<file path="config.mk">
export PLATFORM = sky130hd
export DESIGN_NAME = lcd_frame_writer
export DESIGN_NICKNAME = d
export VERILOG_FILES = /design/src/rtl/lcd_pkg.sv /design/src/rtl/lcd_bus_strobe.sv /design/src/rtl/lcd_frame_writer.sv
export SDC_FILE = /design/constraint.sdc
export NUM_CORES = 1
export LEC_CHECK = 0
export BUFFER_PORTS_ARGS = -buffer_cell sky130_fd_sc_hd__buf_2
export CELL_PAD_IN_SITES_DETAIL_PLACEMENT = 0
export CELL_PAD_IN_SITES_GLOBAL_PLACEMENT = 1
export CORE_MARGIN = 5
export CORE_UTILIZATION = 25
export DETAILED_ROUTE_END_ITERATION = 7
export PLACE_DENSITY_LB_ADDON = 0.1
export SLEW_MARGIN = 30
export SYNTH_ARGS = -nofsm -noshare
export SYNTH_HDL_FRONTEND = slang
export SYNTH_SLANG_ARGS = --single-unit
</file>
<file path="constraint.sdc">
create_clock -name clk -period 3.4 [get_ports clk]
set_input_delay 0.34 -clock clk [delete_from_list [all_inputs] [get_ports clk]]
set_output_delay 0.34 -clock clk [all_outputs]
set_load 0.05 [all_outputs]
</file>
<file path="src/rtl/lcd_pkg.sv">
// Shared definitions for the LCD frame writer: FSM encoding, init command ROM,
// HD44780 command constants and line-2 start index.
package lcd_pkg;

    typedef enum logic [3:0] {
        PWR_WAIT,
        INIT,
        IDLE,
        SEL_SET,
        FETCH,
        SETUP,
        E_HI,
        HOLD,
        NEXT
    } state_t;

    localparam int         CNT_W     = 21;
    localparam int         INIT_CNT  = 6;
    localparam logic [7:0] LCD_CLR   = 8'h01;
    localparam logic [7:0] LCD_LINE1 = 8'h80;
    localparam logic [7:0] LCD_LINE2 = 8'hC0;
    localparam logic [5:0] LINE2_IDX = 6'd17;

    // Power-on command sequence: 8-bit/2-line function set (x3), display on,
    // clear, entry mode increment.
    function automatic logic [7:0] init_rom(input logic [2:0] idx);
        logic [7:0] b;
        case (idx)
            3'd0, 3'd1, 3'd2: b = 8'h38;
            3'd3:             b = 8'h0C;
            3'd4:             b = LCD_CLR;
            default:          b = 8'h06;
        endcase
        return b;
    endfunction

endpackage

</file>
<file path="src/rtl/lcd_bus_strobe.sv">
// One HD44780 bus write: RS/DB setup, E high pulse, then post-write gap.
// Emits a single-cycle done at the end of the gap; accepts start only when idle.
module lcd_bus_strobe
    import lcd_pkg::*;
#(
    parameter int T_AS  = 8,
    parameter int T_EH  = 50,
    parameter int T_GAP = 4_000,
    parameter int T_CLR = 164_000
) (
    input  logic       clk,
    input  logic       rst,
    input  logic       start,
    input  logic       rs,
    input  logic [7:0] db,
    input  logic       gap_sel,
    output logic       done,
    output logic       lcd_e,
    output logic       lcd_rs,
    output logic [7:0] lcd_db
);

    state_t           state_q, state_d;
    logic [CNT_W-1:0] cnt_q, cnt_d;
    logic             rs_q, rs_d;
    logic [7:0]       db_q, db_d;
    logic             gap_q, gap_d;
    logic             e_q;

    // Phase sequencing and countdown; RS/DB only change when a new write is accepted.
    always_comb begin
        state_d = state_q;
        cnt_d   = cnt_q;
        rs_d    = rs_q;
        db_d    = db_q;
        gap_d   = gap_q;
        done    = 1'b0;
        case (state_q)
            SETUP: begin
                if (cnt_q == '0) begin
                    state_d = E_HI;
                    cnt_d   = CNT_W'(T_EH - 1);
                end else begin
                    cnt_d = cnt_q - CNT_W'(1);
                end
            end
            E_HI: begin
                if (cnt_q == '0) begin
                    state_d = HOLD;
                    cnt_d   = gap_q ? CNT_W'(T_CLR - 1) : CNT_W'(T_GAP - 1);
                end else begin
                    cnt_d = cnt_q - CNT_W'(1);
                end
            end
            HOLD: begin
                if (cnt_q == '0) begin
                    done    = 1'b1;
                    state_d = IDLE;
                end else begin
                    cnt_d = cnt_q - CNT_W'(1);
                end
            end
            default: begin
                if (start) begin
                    rs_d    = rs;
                    db_d    = db;
                    gap_d   = gap_sel;
                    cnt_d   = CNT_W'(T_AS - 1);
                    state_d = SETUP;
                end
            end
        endcase
    end

    // State/holding registers; E is registered from the next state so it is glitch-free.
    always_ff @(posedge clk) begin
        if (rst) begin
            state_q <= IDLE;
            cnt_q   <= '0;
            rs_q    <= 1'b0;
            db_q    <= '0;
            gap_q   <= 1'b0;
            e_q     <= 1'b0;
        end else begin
            state_q <= state_d;
            cnt_q   <= cnt_d;
            rs_q    <= rs_d;
            db_q    <= db_d;
            gap_q   <= gap_d;
            e_q     <= (state_d == E_HI);
        end
    end

    assign lcd_e  = e_q;
    assign lcd_rs = rs_q;
    assign lcd_db = db_q;

endmodule

</file>
<file path="src/rtl/lcd_frame_writer.sv">
// HD44780 2x16 frame writer: power-on init, then walks sel 0..SEL_LAST over the
// command_lookup table and writes each returned byte to the LCD.
// Optional macro LCD_AUTO_REFRESH_EN adds a periodic refresh while idle.
module lcd_frame_writer
    import lcd_pkg::*;
#(
    parameter int T_PWR    = 1_500_000,
    parameter int T_AS     = 8,
    parameter int T_EH     = 50,
    parameter int T_GAP    = 4_000,
    parameter int T_CLR    = 164_000,
    parameter int SEL_LAT  = 2,
    parameter int SEL_LAST = 33,
    parameter int T_REF    = 10_000_000
) (
    input  logic       clk,
    input  logic       rst,
    input  logic [7:0] data_in,
    input  logic       buffer_ready,
    output logic [5:0] sel,
    output logic       lcd_rs,
    output logic       lcd_rw,
    output logic       lcd_e,
    output logic [7:0] lcd_db,
    output logic       init_done,
    output logic       busy,
    output logic       frame_done
);

    state_t           state_q, state_d;
    logic [CNT_W-1:0] cnt_q, cnt_d;
    logic             pwr_arm_q, pwr_arm_d;
    logic [2:0]       idx_q, idx_d;
    logic             wr_wait_q, wr_wait_d;
    logic             pend_q, pend_d;
    logic             br_q;
    logic [5:0]       sel_q, sel_d;
    logic             busy_q, busy_d;
    logic             init_done_q, init_done_d;
    logic             frame_done_q, frame_done_d;

    logic             st_start, st_rs, st_gap, st_done;
    logic [7:0]       st_db;
    logic             pend_clr, init_fin, ref_hit;

`ifdef LCD_AUTO_REFRESH_EN
    logic [23:0] ref_cnt_q, ref_cnt_d;

    // Idle-time refresh timer; restarts whenever a frame is launched.
    always_comb begin
        ref_cnt_d = ref_cnt_q;
        ref_hit   = 1'b0;
        if (state_q == IDLE) begin
            if (pend_q) begin
                ref_cnt_d = '0;
            end else if (ref_cnt_q == 24'(T_REF - 1)) begin
                ref_cnt_d = '0;
                ref_hit   = 1'b1;
            end else begin
                ref_cnt_d = ref_cnt_q + 24'd1;
            end
        end
    end

    // Refresh timer register.
    always_ff @(posedge clk) begin
        if (rst) ref_cnt_q <= '0;
        else     ref_cnt_q <= ref_cnt_d;
    end
`else
    assign ref_hit = 1'b0;
`endif

    // Init and frame sequencing; the bus strobe does the per-write timing.
    always_comb begin
        state_d      = state_q;
        cnt_d        = cnt_q;
        pwr_arm_d    = pwr_arm_q;
        idx_d        = idx_q;
        wr_wait_d    = wr_wait_q;
        sel_d        = sel_q;
        busy_d       = busy_q;
        init_done_d  = init_done_q;
        frame_done_d = 1'b0;
        st_start     = 1'b0;
        st_rs        = 1'b0;
        st_db        = '0;
        st_gap       = 1'b0;
        pend_clr     = 1'b0;
        init_fin     = 1'b0;
        case (state_q)
            PWR_WAIT: begin
                // First cycle loads the counter, so the load value is T_PWR-2.
                if (!pwr_arm_q) begin
                    cnt_d     = CNT_W'(T_PWR - 2);
                    pwr_arm_d = 1'b1;
                end else if (cnt_q == '0) begin
                    state_d = INIT;
                end else begin
                    cnt_d = cnt_q - CNT_W'(1);
                end
            end
            INIT: begin
                st_db  = init_rom(idx_q);
                st_gap = (st_db == LCD_CLR);
                if (!wr_wait_q) begin
                    st_start  = 1'b1;
                    wr_wait_d = 1'b1;
                end else if (st_done) begin
                    wr_wait_d = 1'b0;
                    if (idx_q == 3'(INIT_CNT - 1)) begin
                        idx_d       = '0;
                        init_done_d = 1'b1;
                        init_fin    = 1'b1;
                        state_d     = IDLE;
                    end else begin
                        idx_d = idx_q + 3'd1;
                    end
                end
            end
            IDLE: begin
                if (pend_q) begin
                    pend_clr = 1'b1;
                    busy_d   = 1'b1;
                    sel_d    = '0;
                    state_d  = SEL_SET;
                end
            end
            SEL_SET: begin
                cnt_d   = CNT_W'(SEL_LAT - 1);
                state_d = FETCH;
            end
            FETCH: begin
                if (cnt_q == '0) begin
                    // Indices 0 and 17 carry the DDRAM address commands.
                    st_start = 1'b1;
                    st_db    = data_in;
                    st_rs    = !((sel_q == 6'd0) || (sel_q == LINE2_IDX));
                    state_d  = SETUP;
                end else begin
                    cnt_d = cnt_q - CNT_W'(1);
                end
            end
            SETUP: begin
                if (st_done) state_d = NEXT;
            end
            NEXT: begin
                if (sel_q == 6'(SEL_LAST)) begin
                    sel_d        = '0;
                    frame_done_d = 1'b1;
                    busy_d       = 1'b0;
                    state_d      = IDLE;
                end else begin
                    sel_d   = sel_q + 6'd1;
                    state_d = SEL_SET;
                end
            end
            default: state_d = PWR_WAIT;
        endcase

        // A set request on the clearing cycle wins, so no edge is lost.
        pend_d = pend_q;
        if (pend_clr) pend_d = 1'b0;
        if ((buffer_ready && !br_q) || init_fin || ref_hit) pend_d = 1'b1;
    end

    // Control registers; reset aborts everything and reruns power-on init.
    always_ff @(posedge clk) begin
        if (rst) begin
            state_q      <= PWR_WAIT;
            cnt_q        <= '0;
            pwr_arm_q    <= 1'b0;
            idx_q        <= '0;
            wr_wait_q    <= 1'b0;
            pend_q       <= 1'b0;
            br_q         <= 1'b0;
            sel_q        <= '0;
            busy_q       <= 1'b0;
            init_done_q  <= 1'b0;
            frame_done_q <= 1'b0;
        end else begin
            state_q      <= state_d;
            cnt_q        <= cnt_d;
            pwr_arm_q    <= pwr_arm_d;
            idx_q        <= idx_d;
            wr_wait_q    <= wr_wait_d;
            pend_q       <= pend_d;
            br_q         <= buffer_ready;
            sel_q        <= sel_d;
            busy_q       <= busy_d;
            init_done_q  <= init_done_d;
            frame_done_q <= frame_done_d;
        end
    end

    lcd_bus_strobe #(
        .T_AS  (T_AS),
        .T_EH  (T_EH),
        .T_GAP (T_GAP),
        .T_CLR (T_CLR)
    ) u_strobe (
        .clk     (clk),
        .rst     (rst),
        .start   (st_start),
        .rs      (st_rs),
        .db      (st_db),
        .gap_sel (st_gap),
        .done    (st_done),
        .lcd_e   (lcd_e),
        .lcd_rs  (lcd_rs),
        .lcd_db  (lcd_db)
    );

    assign sel        = sel_q;
    assign lcd_rw     = 1'b0;
    assign init_done  = init_done_q;
    assign busy       = busy_q;
    assign frame_done = frame_done_q;

endmodule

</file>
==> impl_metrics.env <==
export IMPL_critical_path_top_delay_family="simple AND/OR/NAND/NOR gates"
export IMPL_routabilityCongestion=0.7608
export IMPL_crit_buf_inv=0
export IMPL_synth_top_cells_by_count="dfxtp_1, nor2_1, a21oi_1"
export IMPL_setup_viol=0
export IMPL_postRouteAntennaNets=0
export IMPL_vias_per_cell=5.065
export IMPL_die_x_um=137.8
export IMPL_postCtsSetupRepairBufs=0
export IMPL_clock_skew_ns=0.009009
export IMPL_die_area_um2=18990
export IMPL_synth_avg_cell_area_um2=7.928
export IMPL_htreeDepth=3
export IMPL_hold_class="in -> reg"
export IMPL_cts_root_buffer="clkbuf_16"
export IMPL_rsz0062_at_grt="no"
export IMPL_start_util_pct=25.61
export IMPL_slew_headroom_pct=47.08
export IMPL_design_area_um2=4706
export IMPL_synth_distinct_cells=61
export IMPL_clockPowerShare_pct=27.2
export IMPL_p_per_area_nw_per_um2=687.9
export IMPL_grt_use_total_pct=13.50
export IMPL_place_inst=738
export IMPL_hold_viol=0
export IMPL_synthMostInstantiatedCell="dfxtp_1"
export IMPL_ctsResizeCount=0
export IMPL_end_kind="flip-flop"
export IMPL_ys_warn_count=0
export IMPL_max_freq_mhz=365.5
export IMPL_diodes=0
export IMPL_swShare_pct=39.02
export IMPL_dpl_instance_area_um2=4437
export IMPL_synth_main_ff_cell="dfxtp_1"
export IMPL_peakVddDrop_uv=215.2
export IMPL_fin_nets=550
export IMPL_clock_sinks=77
export IMPL_clockBufferDepth=2
export IMPL_fin_util_pct=29.52
export IMPL_grt_pass1_vias=3779
export IMPL_cpMaxStageDelayCell="or4_1"
export IMPL_layout_drive_gt1_share_pct=13.78
export IMPL_clock_latency_ns=0.34
export IMPL_port_buffers=29
export IMPL_fp_coreArea_um2=15940
export IMPL_status="completed"
export IMPL_syn_instance_count=515
export IMPL_synth_edff_count=0
export IMPL_vias=3814
export IMPL_p_leak_nw=1.745
export IMPL_fin_crit_sh_pct=80.48
export IMPL_drv_slew=0
export IMPL_antenna_found_initial=0
export IMPL_synth_seq_cells=77
export IMPL_synth_seq_area_share_pct=37.76
export IMPL_cts_buffers=9
export IMPL_grt_pass1_wl_um=19980
export IMPL_worstPathCellList="or4_1 -> nor4_2 -> and3_1 -> nand2_1 -> or3_1 -> a21oi_1"
export IMPL_critPathMaxStageDelay_ns=0.64
export IMPL_synth_area_um2=4083
export IMPL_grt_overflow_total=0
export IMPL_dp_hpwl_um=8475
export IMPL_combPwrFrac_pct=38.2
export IMPL_io_pins=31
export IMPL_drt_initial_drc_count=208
export IMPL_multi_input_area_um2=2365
export IMPL_synthTopCellsByArea="dfxtp_1, nor2_1, a21oi_1"
export IMPL_grt_max_degree=41
export IMPL_cts_tree="done"
export IMPL_required_ns=3.67
export IMPL_syn_nets=532
export IMPL_timing_max_cap_violations=0
export IMPL_synth_top_cell_by_area="dfxtp_1"
export IMPL_finalSetupTns_ns=0
export IMPL_p_switching_mw=1.263
export IMPL_worst_pin_slew_ns=0.7937
export IMPL_final_fill_count=1741
export IMPL_cts_clk_slew_worst_paths_ns=0.06
export IMPL_fin_cells=753
export IMPL_cts_hold_fix_buffers=0
export IMPL_cp_start_kind="flip-flop"
export IMPL_first_pass_iters=4
export IMPL_synth_top_area_share_pct=37.76
export IMPL_path_max_fanout=8
export IMPL_rows=46
export IMPL_cp_arrival_ns=3.01
export IMPL_area_growth_pct=15.26
export IMPL_routedWlPerCell_um=15.86
export IMPL_p_int_mw=1.974
export IMPL_ff_latch_area_um2=1541
export IMPL_drcViolationCount=0
export IMPL_crit_type="reg -> reg"
export IMPL_period_needed_ns=2.736
export IMPL_power_frac_seq_pct=34.6
export IMPL_reg2reg_slack_ns=0.66
export IMPL_fp_dieH_um=137.8
export IMPL_wl_um=11940
export IMPL_fin_total_pwr_mw=3.237
export IMPL_synthArstFlopShare_pct=0
## registers in the layout, indices dropped and copies added (netlist names), 3 cells and up
signal            count
cnt_q                21
u_strobe.cnt_q       21
u_strobe.lcd_db       8
sel                   6
state_q               4
u_strobe.state_q      4
idx_q                 3
## cell type report
cell class              instances  area share, %
multi-input cells             392          50.25
clock inverters                 2         0.2127
repair buffers                 38          4.520
inverters                      15          1.196
clock buffers                  13          5.318
well taps                     216          5.743
flip-flops and latches         77          32.76
## cells by family (layout without fill, tap and decap cells)
group,Yosys count,after routing,share of synthesized area [%]
AOI/OAI and AO/OA,137,137,21.82
buffers and inverters,46,68,4.536
other,1,1,0.09185
DFF,77,77,37.76
adders and majority gates,6,6,1.839
muxes,3,3,0.7355
xor gates and xnor gates,16,16,3.433
and+or+nand+nor,229,229,29.79
## power groups by stage
stage | sequential [mW] | clock (mW) | combinational [mW]
2_1_floorplan | 1.13 | 0 | 0.901
3_3_place_gp | 1.14 | 0 | 1.25
3_5_place_dp | 1.14 | 0 | 1.24
4_1_cts | 1.12 | 0.916 | 1.24
5_1_grt | 1.14 | 0.947 | 1.39
6_report | 1.12 | 0.880 | 1.24
## stage by stage
stage          hold slack (ns)  setup slack [ns]
2_1_floorplan           0.4423             1.006
3_3_place_gp            0.4400            0.7438
3_5_place_dp            0.4390            0.6862
4_1_cts                 0.2090            0.6744
5_1_grt                 0.2483            0.5091
6_report                0.2238            0.6636
## final timing paths
path                          start   endpoint  depth (start not counted)
setup / recovery  u_strobe.cnt_q[4]   idx_q[2]                          6
hold / removal         buffer_ready       br_q                          2
hold reg to reg           init_done  init_done                          2
setup reg to reg  u_strobe.cnt_q[4]   idx_q[2]                          6
## routing by layer
metal  part of all wire (%)  global-route usage, %  up-vias
met5                      0                      0        -
met4                    2.0                  5.653        0
met3                    4.6                  2.557       14
met2                     45                  21.01       80
met1                     48                  18.26     1797
li1                       -                      -     1923
## cells in the final DEF, fill, tap and decap left out, types with 3 or more instances in the layout
| cell type | count |
|---|---|
| dfxtp_1 | 77 |
| nor2_1 | 72 |
| a21oi_1 | 44 |
| nand2_1 | 29 |
| buf_2 | 29 |
| o21ai_0 | 25 |
| nor3_1 | 24 |
| inv_1 | 15 |
| nand3_1 | 15 |
| a211oi_1 | 15 |
| and3_1 | 12 |
| nand2b_1 | 10 |
| or3_1 | 10 |
| nor4_1 | 9 |
| a311oi_1 | 9 |
| xnor2_1 | 9 |
| clkbuf_16 | 9 |
| buf_4 | 9 |
| or4_1 | 7 |
| xor2_1 | 7 |
| nor2b_1 | 6 |
| a31oi_1 | 6 |
| ha_1 | 6 |
| and2_1 | 5 |
| or2_2 | 5 |
| a32oi_1 | 5 |
| o31ai_1 | 5 |
| nand3b_1 | 4 |
| o211ai_1 | 4 |
| a31o_2 | 3 |
| a22oi_1 | 3 |
| nor4b_1 | 3 |
| mux2i_1 | 3 |
| clkbuf_1 | 3 |
## worst register-to-register path, cell delays in order, from the launching register on
cell and delay [ns]:
dfxtp_1 0.37, or4_1 0.64, nor4_2 0.47, and3_1 0.49
nand2_1 0.17, or3_1 0.37, a21oi_1 0.15
(Power assumes the default switching activity.)
